<file path="src/rtl/mestpro_program_sequencer.sv">
// Program sequencer for the MestPro_V2 core: loadable program memory feeding the
// core's instruction bus with run/stop/step, N-pass looping, HALT and result capture.
module mestpro_program_sequencer #(
    parameter int unsigned DEPTH   = 16,
    parameter int unsigned AW      = 4,
    parameter logic [7:0]  HALT_OP = 8'hFF,
    parameter logic [7:0]  NOP_OP  = 8'h00,
    parameter int unsigned SETTLE  = 3
) (
    input  logic          clk,
    input  logic          rst_n,
    input  logic          load_en,
    input  logic [AW-1:0] load_addr,
    input  logic [7:0]    load_data,
    input  logic          start,
    input  logic          stop,
    input  logic          step,
    input  logic [7:0]    loop_cnt,
    input  logic [7:0]    out_data,
    output logic [7:0]    instruction,
    output logic          instr_valid,
    output logic [AW-1:0] pc,
    output logic [7:0]    pass_cnt,
    output logic          busy,
    output logic          done,
    output logic [7:0]    result
);

    localparam logic [1:0] StIdle  = 2'd0;
    localparam logic [1:0] StRun   = 2'd1;
    localparam logic [1:0] StPause = 2'd2;
    localparam logic [1:0] StDrain = 2'd3;

    logic [7:0]    mem [DEPTH];
    logic [1:0]    state_q, state_d;
    logic [AW-1:0] pc_q, pc_d;
    logic [7:0]    pass_q, pass_d;
    logic [7:0]    instr_q, instr_d;
    logic          valid_q, valid_d;
    logic          done_q, done_d;
    logic [7:0]    result_q, result_d;
    logic [3:0]    cnt_q, cnt_d;

    logic          issue;
    logic [AW-1:0] fetch_addr;
    logic [7:0]    fetch_op;
    logic [7:0]    pass_base;
    logic [8:0]    pass_next;
    logic          wrap;

    // A step out of IDLE always fetches from address 0 and starts a fresh pass count.
    assign fetch_addr = (state_q == StIdle) ? '0 : pc_q;
    assign pass_base  = (state_q == StIdle) ? 8'd0 : pass_q;
    assign fetch_op   = mem[fetch_addr];
    assign wrap       = (fetch_addr == AW'(DEPTH - 1));
    assign pass_next  = {1'b0, pass_base} + 9'd1;

    always_ff @(posedge clk) begin
        if (load_en && (state_q == StIdle)) begin
            mem[load_addr] <= load_data;
        end
    end

    always_comb begin
        state_d  = state_q;
        pc_d     = pc_q;
        pass_d   = pass_q;
        instr_d  = NOP_OP;
        valid_d  = 1'b0;
        done_d   = 1'b0;
        result_d = result_q;
        cnt_d    = cnt_q;
        issue    = 1'b0;

        case (state_q)
            StIdle: begin
                if (stop) begin
                    state_d = StIdle;
                end else if (start) begin
                    state_d = StRun;
                    pc_d    = '0;
                    pass_d  = 8'd0;
                end else if (step) begin
                    state_d = StPause;
                    pass_d  = 8'd0;
                    issue   = 1'b1;
                end
            end
            StRun: begin
                // HALT detection takes precedence over STOP.
                if (fetch_op == HALT_OP) begin
                    issue = 1'b1;
                end else if (stop) begin
                    state_d = StPause;
                end else begin
                    issue = 1'b1;
                end
            end
            StPause: begin
                if (stop) begin
                    state_d = StPause;
                end else if (start) begin
                    state_d = StRun;
                end else if (step) begin
                    issue = 1'b1;
                end
            end
            default: begin
                if (cnt_q == 4'(SETTLE - 1)) begin
                    result_d = out_data;
                    done_d   = 1'b1;
                    state_d  = StIdle;
                end else begin
                    cnt_d = cnt_q + 4'd1;
                end
            end
        endcase

        if (issue) begin
            if (fetch_op == HALT_OP) begin
                state_d = StDrain;
                cnt_d   = 4'd0;
            end else begin
                instr_d = fetch_op;
                valid_d = 1'b1;
                pc_d    = fetch_addr + AW'(1);
                if (wrap) begin
                    pass_d = pass_next[8] ? 8'hFF : pass_next[7:0];
                    if ((loop_cnt != 8'd0) && (pass_next == {1'b0, loop_cnt})) begin
                        state_d = StDrain;
                        cnt_d   = 4'd0;
                    end
                end
            end
        end
    end

    always_ff @(posedge clk or negedge rst_n) begin
        if (!rst_n) begin
            state_q  <= StIdle;
            pc_q     <= '0;
            pass_q   <= 8'd0;
            instr_q  <= NOP_OP;
            valid_q  <= 1'b0;
            done_q   <= 1'b0;
            result_q <= 8'd0;
            cnt_q    <= 4'd0;
        end else begin
            state_q  <= state_d;
            pc_q     <= pc_d;
            pass_q   <= pass_d;
            instr_q  <= instr_d;
            valid_q  <= valid_d;
            done_q   <= done_d;
            result_q <= result_d;
            cnt_q    <= cnt_d;
        end
    end

    assign instruction = instr_q;
    assign instr_valid = valid_q;
    assign pc          = pc_q;
    assign pass_cnt    = pass_q;
    assign busy        = (state_q != StIdle);
    assign done        = done_q;
    assign result      = result_q;

endmodule

</file>
<file path="config.mk">
export PLATFORM = sky130hd
export DESIGN_NAME = mestpro_program_sequencer
export DESIGN_NICKNAME = d
export VERILOG_FILES = /design/src/rtl/mestpro_program_sequencer.sv
export SDC_FILE = /design/constraint.sdc
export NUM_CORES = 1
export LEC_CHECK = 0
export CORE_AREA = 2 2 118 166
export CTS_BUF_LIST = sky130_fd_sc_hd__clkbuf_2 sky130_fd_sc_hd__clkbuf_4 sky130_fd_sc_hd__clkbuf_8
export CTS_CLUSTER_DIAMETER = 30
export DETAILED_ROUTE_END_ITERATION = 10
export DIE_AREA = 0 0 120 168
export PLACE_DENSITY = 0.63
export SYNTH_ARGS = -nofsm -noshare
export SYNTH_HDL_FRONTEND = slang
export SYNTH_SLANG_ARGS = --single-unit
</file>
<file path="constraint.sdc">
create_clock -name clk -period 2.8 [get_ports clk]
set_clock_uncertainty 0.1 [all_clocks]
set_input_delay 0.84 -clock clk [delete_from_list [all_inputs] [get_ports clk]]
set_output_delay 0.84 -clock clk [all_outputs]
set_load 0.03 [all_outputs]
</file>
Word level (Yosys, flattened, before mapping)
Memories as Yosys holds them, arrays and structs flattened.
Cells that the tools add are included.
{ "word_totals": {"ff_bits": 36, "latchBits": 0, "mem_bits_rw": 128, "mem_bits_ro": 0, "inputBits": 34, "elab_cells": 75, "mem_count": 1} }
{ "memory_table": {"columns": ["name", "depth", "width", "read_ports", "rd_ports_with_merged_regs", "write_ports", "line", "source"], "rows": [
  ["mem", 16, 8, 1, 0, 1, "34", "logic [7:0] mem [DEPTH];"]
]} }
{ "classes": {"n_addsub": 3, "n_mul": 0, "div_mod_pow": 0, "magnitude_cmp": 0, "eq_ne": 6, "n_shift": 0, "n_mux": 48, "bitwise": 1, "reduce_logical": 8} }
{ "ops": {"columns": ["cell", "count"], "rows": [
  ["8-bit 2-to-1 mux", 11],
  ["4-bit 2-to-1 mux", 12],
  ["2-bit 2-to-1 mux", 12],
  ["1-bit 2-to-1 mux", 11],
  ["8-bit by 1-bit adder with 9-bit output (second input constant)", 1],
  ["9-bit by 8-bit equality test with 1-bit output", 1],
  ["4-bit by 1-bit adder with 4-bit output (second input constant)", 2],
  ["8-bit equality test (second input constant)", 1],
  ["8-bit nonzero test", 1],
  ["2-bit one-hot mux with 3 select lines", 1],
  ["4-bit by 2-bit equality test with 1-bit output (second input constant)", 1],
  ["4-bit equality test (second input constant)", 1],
  ["3-bit OR reduction", 1],
  ["2-bit by 1-bit equality test with 1-bit output (second input constant)", 1],
  ["2-bit equality test (second input constant)", 1],
  ["1-bit logical AND", 2],
  ["2-bit zero test", 1],
  ["1-bit one-hot mux with 2 select lines", 1],
  ["2-bit AND reduction", 1],
  ["2-bit nonzero test", 1],
  ["2-bit OR reduction", 1],
  ["1-bit NOT", 1]
]} }

Depth between registers and ports, before layout
An unclocked memory read counts as a cell.
{ "depth": {"word_depth": 10, "ltp_mapped": 15} }

Worst setup path before layout
OpenSTA, ideal clock, no wires.
{ "synth_timing": {"kind": "reg2reg", "startpoint": "register state_q[1]", "endpoint": "register cnt_q[1]", "arrival_ps": 2705, "path_slack_ps": -141, "path_stages_with_launch": 15, "synth_period_minus_slack_ps": 2941, "cell_sequence": "dfrtp_1 -> buf_4 -> nor2_4 -> inv_1 -> buf_2 -> and2_1 -> ha_1 -> xnor2_1 -> xnor2_1 -> nand3_1 -> nor3_1 -> nand3_1 -> or4_1 -> a21oi_4 -> a211oi_1"} }
{ "synth_via": {"elab_chain_cells": 9} }
{ "synth_rtl": {"columns": ["element", "line", "source"], "rows": [
  ["from (decl)", "35", "logic [1:0] state_q, state_d;"],
  ["from (signal assigned)", "140", "state_q <= StIdle;"],
  ["from (signal assigned)", "149", "state_q <= state_d;"],
  ["2-bit zero test", "52, 53, 75", null],
  ["8-bit 2-to-1 mux", "53", "assign pass_base = (state_q == StIdle) ? 8'd0 : pass_q;"],
  ["8-bit by 1-bit adder with 9-bit output", "56", "assign pass_next = {1'b0, pass_base} + 9'd1;"],
  ["9-bit by 8-bit equality test with 1-bit output", "129", "if ((loop_cnt != 8'd0) && (pass_next == {1'b0, loop_cnt})) begin"],
  ["1-bit logical AND", "129", null],
  ["4-bit 2-to-1 mux", "129", null],
  ["4-bit 2-to-1 mux", "127", "if (wrap) begin"],
  ["4-bit 2-to-1 mux", "120", "if (fetch_op == HALT_OP) begin"],
  ["4-bit 2-to-1 mux *", "119", "if (issue) begin"],
  ["named net cnt_d[1]", "42", "logic [3:0] cnt_q, cnt_d;"],
  ["to (signal assigned)", "156", "cnt_q <= cnt_d;"],
  ["to (decl)", "42", null]
]} }
The timed path passes the listed nets; every way through them passes the cells marked *.
A chain may end at the register's enable or synchronous reset.

Worst setup path after layout
{ "layout_timing": {"startpoint": "register state_q[0]", "endpoint": "register pc_q[3], in the netlist pc[3]"} }
{ "layout_via": {"elab_chain_cells": 7} }
{ "layout_rtl": {"columns": ["element", "line", "source"], "rows": [
  ["2-bit zero test", "52, 75", null],
  ["4-bit 2-to-1 mux", "52", "assign fetch_addr = (state_q == StIdle) ? '0 : pc_q;"],
  ["memory read 16 x 8 bit", null, null],
  ["8-bit equality test", "91, 120", null],
  ["1-bit 2-to-1 mux", "91", "if (fetch_op == HALT_OP) begin"],
  ["1-bit one-hot mux with 2 select lines", "75", "case (state_q)"],
  ["4-bit 2-to-1 mux *", "119", null],
  ["named net pc_d[3]", "36", "logic [AW-1:0] pc_q, pc_d;"],
  ["to (signal assigned)", "150", "pc_q <= pc_d;"],
  ["to (decl)", "36", null]
]} }
Marked as above.

==> impl_summary.md <==
Status
The flow ran to the end, but the final reports show violations. The checks that failed: setup timing.

Power
The worst voltage drop across the vdd grid is 0.357 mV. The register share of total power is 0.358. The net load switching power is 3.29 mW. The leakage power figure is 3.46 nW. Of the total power, the share spent switching nets is 0.394. The internal power summed over all cells is 5.08 mW. Summing internal, switching and leakage power gives between 8 and 9 mW. In this run the power density over the cells is roughly 900 mW/mm2. The clock network fraction of design power is 0.199. Of the total power, combinational logic draws 0.443.

Detailed routing
The post-detailed-route DRC marker count is 0. The length of the first detailed-routing pass in iterations is 5. In this run, the number of DRC markers left after iteration 0 of detailed routing was about 460. The number of routed nets with antenna violations is 0.

The post-detailed-route via-to-cell ratio is between 5 and 6. Dividing the detail-routed wire length by the instance count gives between 15 and 20 um. Detailed routing inserted a total of 5252 vias. Summed over all layers, the routed wires come to approximately 18 mm.

Logic synthesis
The most area-hungry cell type in the Yosys netlist is sky130_fd_sc_hd__edfxtp_1. Sorting the synthesized cells by area gives the leading types as sky130_fd_sc_hd__edfxtp_1 (52%), sky130_fd_sc_hd__dfrtp_1 (12%), sky130_fd_sc_hd__mux2i_1 (4.6%). The number of synthesized flops with an enable pin is between 100 and 150. The sequential element share of the synthesized area is 0.644. Synthesis instantiated 58 different standard cells from the library.

After synthesis the cells add up to approximately 0.0074 mm2. In the synthesized netlist, the number of instances is 563. The number of nets in the synthesized netlist is about 600. The top-area cell type share of the netlist area is 0.522. Each instance of the synthesized netlist takes up on average approximately 13 um2. The number of synthesized register bits is ~160. The most common flop cell mapped by yosys is sky130_fd_sc_hd__edfxtp_1. The yosys synthesis warning count is 0.

The proportion of register bits with asynchronous set or reset after synthesis is 0.220.

Timing
Setup repair after global routing could not meet its margin everywhere. The total count of max-transition violations in the final report is 0. The relative slew slack is 0.440. The slew at the pin closest to its max-slew limit is ~840 ps. Dividing the final minimum period by the clock period gives 1.01. The number of endpoints with negative hold slack in the final report is 0. The timing-limited maximum frequency is between 0.3 and 0.4 GHz. Setup slack on the critical path of the routed design comes to -19.1 ps. After layout, the minimum clock period comes to between 2000 and 3000 ps. Setup violations remaining at the end of the flow were counted as 5.

Floorplanning
The effective utilization at floorplan is 0.391. The floorplan step defined a die boundary enclosing roughly 0.02 mm2. The standard-cell row count is 60.

The die is between 100 and 150 um wide. The I/O pin count is 65. The core box area is between 0.015 and 0.02 mm2.

In this run the vertical extent of the chip is 168 um.

Layout
At the end of the flow, the number of nets in the layout was between 700 and 800. Counting the fill cells in the layout gives about 1.6k. The multi-input combinational cells in the finished layout cover a total of roughly 0.0025 mm2. The ratio of cells with drive above 1 in the final layout is 0.212.

Across the whole layout, storage elements account for around 0.0048 mm2. At the end of the flow the core is filled with cells to 0.493. After routing the design area is ~0.0093 mm2. The count of inserted antenna diode cells is 0. From synthesis to final layout, the design area changed by 26.0%.

Job
The tool flagged a number of max-cap violations equal to 0.

Setup path
The worst setup path is of the reg2reg kind. At the worst endpoint, the arrival time is about 3100 ps. The maximum net fanout on the critical path is 8. Among the stages of the critical path, the cell type that occurs most often is sky130_fd_sc_hd__buf_4. STA classifies the critical path endpoint as a register. For this run, the slowest stage of the critical path takes 490 ps. The cell count of the worst reg-to-reg path is 10. The instance count on the critical path is 10. At the worst endpoint, the required time is a little over 3000 ps. The critical path goes through buf_6 -> buf_4 -> o21ai_2 -> a221o_1 -> a22oi_1 -> nand4_2 -> buf_4 -> nand3_4 -> or4_1 -> o211ai_1. The library cell contributing the largest single delay on the critical path is sky130_fd_sc_hd__dfrtp_2. Grouping stages by cell kind, the critical path spends the most delay in compound AO/OA/AOI/OAI gates. The startpoint kind of the worst setup timing path is a register. Together, buffers and inverters on the worst path number 3.

Clock network
TritonCTS built the clock tree. The post-cts hold buffer count is 0. The tree is rooted in a sky130_fd_sc_hd__clkbuf_8. The clock passes through at most 2 buffers.

The H-tree generated during clock tree synthesis spans 4 levels. The clock sink count is roughly 160. The number of clock buffers inserted by TritonCTS is 17. The clock reaches the later pin of the worst-skew pair after roughly 450 ps. Clock-pin slew was measured on the worst setup and hold paths at roughly 100 ps.

GRT
Entering global routing, the biggest net connects 37 pins. The number of global-route vias before repair was 5395. Global routing finished with a remaining overflow of 0. The initial antenna violation count was 0. The global-route wire length before repair is ~28 mm.

In the global route stage, overall resource usage came out at 0.180.

Placed design
The half-perimeter wire length after placement is 12.5 mm. After detailed placement, the total cell area comes to about 0.0087 mm2. In this run the tool buffered the top-level ports with 64 buffer cells. The weighted congestion at the end of routability-driven global placement is about 0.87.

Hold path
The kind of path behind the tightest hold check is in2async.
layout make-up:
| class | count | share of cell area |
|---|---|---|
| clock buffers | 17 | 0.0252 |
| well taps | 248 | 0.0334 |
| flip-flops and latches | 164 | 0.512 |
| multi-input cells | 351 | 0.268 |
| clock inverters | 15 | 0.0172 |
| repair buffers | 136 | 0.136 |
| inverters | 21 | 0.00849 |
per-stage QoR:
stage	setup WS, ps	hold WS [ps]	setup TNS, ps	cells
final	-19.1	385	-55.6	952
after global routing	-79.7	430	-657	952
after CTS	7.98	394	0	943
after detailed placement	-146	398	-1040	911
after global placement	-142	390	-915	911
after floorplan	28.2	405	0	563
cells in the final DEF, fill, tap and decap left out, types with 5 or more instances in the layout:
cell type and count:
sky130_fd_sc_hd__inv_8 7, sky130_fd_sc_hd__nand3_1 22, sky130_fd_sc_hd__nor2_1 43, sky130_fd_sc_hd__clkbuf_8 17, sky130_fd_sc_hd__edfxtp_1 128, sky130_fd_sc_hd__nand2_1 31, sky130_fd_sc_hd__o22ai_1 18, sky130_fd_sc_hd__a221o_1 12
sky130_fd_sc_hd__nor3_1 10, sky130_fd_sc_hd__inv_1 20, sky130_fd_sc_hd__a22oi_1 10, sky130_fd_sc_hd__xor2_1 8, sky130_fd_sc_hd__or3b_1 7, sky130_fd_sc_hd__nand2b_1 19, sky130_fd_sc_hd__mux2i_1 33, sky130_fd_sc_hd__mux2_2 12
sky130_fd_sc_hd__xnor2_1 5, sky130_fd_sc_hd__dfrtp_1 33, sky130_fd_sc_hd__a21oi_1 11, sky130_fd_sc_hd__o21ai_0 14, sky130_fd_sc_hd__a31oi_1 14, sky130_fd_sc_hd__clkdlybuf4s50_1 60, sky130_fd_sc_hd__o21ai_1 7, sky130_fd_sc_hd__buf_6 6
sky130_fd_sc_hd__buf_4 61
worst reg2reg max path, cell delays in order (launching register included):
cell,delay (ps)
sky130_fd_sc_hd__dfrtp_2,490
sky130_fd_sc_hd__buf_6,160
sky130_fd_sc_hd__buf_4,130
sky130_fd_sc_hd__o21ai_2,470
sky130_fd_sc_hd__a221o_1,280
sky130_fd_sc_hd__a22oi_1,130
sky130_fd_sc_hd__nand4_2,110
sky130_fd_sc_hd__buf_4,160
sky130_fd_sc_hd__nand3_4,120
sky130_fd_sc_hd__or4_1,490
sky130_fd_sc_hd__o211ai_1,110
power by group through the flow:
| stage | sequential (mW) | clock (mW) | combinational (mW) |
|---|---|---|---|
| finish | 2.99 | 1.67 | 3.71 |
| global placement | 3.02 | 0 | 3.36 |
| floorplan | 3.23 | 0 | 1.89 |
| global route | 3.02 | 1.80 | 3.93 |
| CTS | 2.98 | 1.71 | 3.46 |
| detailed placement | 3.03 | 0 | 3.42 |
path summary, 6_finish.rpt:
check                      slack (ps)  startpoint             end
max                               -20  state_q[0]           pc[3]
min                               380       rst_n  instruction[4]
max in group asynchronous        1590       rst_n           pc[0]
min reg2reg                       420   result[2]       result[2]
min in group clk                  420   result[2]       result[2]
max reg2reg                       -20  state_q[0]           pc[3]
cell usage after synthesis (all sizes together), types with 3 or more instances:
master / number
edfxtp: 128
nor2: 46
dfrtp: 36
mux2i: 34
nand2: 31
nand3: 24
buf: 23
o21ai: 23
inv: 21
nand2b: 19
o22ai: 18
a31oi: 14
a21oi: 13
a221o: 12
a22oi: 12
mux2: 12
nor3: 11
or3b: 9
xor2: 8
xnor2: 6
clkbuf: 5
ha: 4
nand4: 4
o211a: 4
o211ai: 4
a222oi: 3
a32oi: 3
and3: 3
nand3b: 3
nor2b: 3
o21a: 3
registers in the layout, summed over array words and instances (netlist names):
| name | cells |
|---|---|
| instr_valid | 1 |
| mem | 128 |
| pc | 4 |
| instruction | 8 |
| pass_cnt | 8 |
| done | 1 |
| result | 8 |
| state_q | 2 |
| cnt_q | 4 |
logic make-up (layout without fill, tap and decap cells):
logic type,after synthesis,count (layout),share of synthesized area
AO/OA/AOI/OAI,123,124,0.119
adder cells (fa/ha/maj),4,4,0.00679
buffers and inverters,49,189,0.0340
multiplexers,46,46,0.0645
XOR/XNOR,14,14,0.0166
AND/OR/NAND/NOR,163,163,0.115
flip-flops,164,164,0.644
per-layer routing:
| metal | GRT usage | vias to the layer above | wire [um] |
|---|---|---|---|
| li1 | - | 2400 | - |
| met1 | 0.199 | 2597 | 7190 |
| met2 | 0.319 | 200 | 9560 |
| met3 | 0.0359 | 55 | 873 |
| met4 | 0.103 | 0 | 717 |
| met5 | 0 | - | 0 |
what timing repair did:
item / in CTS / in global routing
gates resized for setup: 7 / 23
endpoints found under the hold margin: 0 / 0
pin swaps: 2 / 14
setup endpoints to repair: 25 / 24
setup buffers: 0 / 7
cloned: 0 / 2
Power figures use the tool's default switching activity.
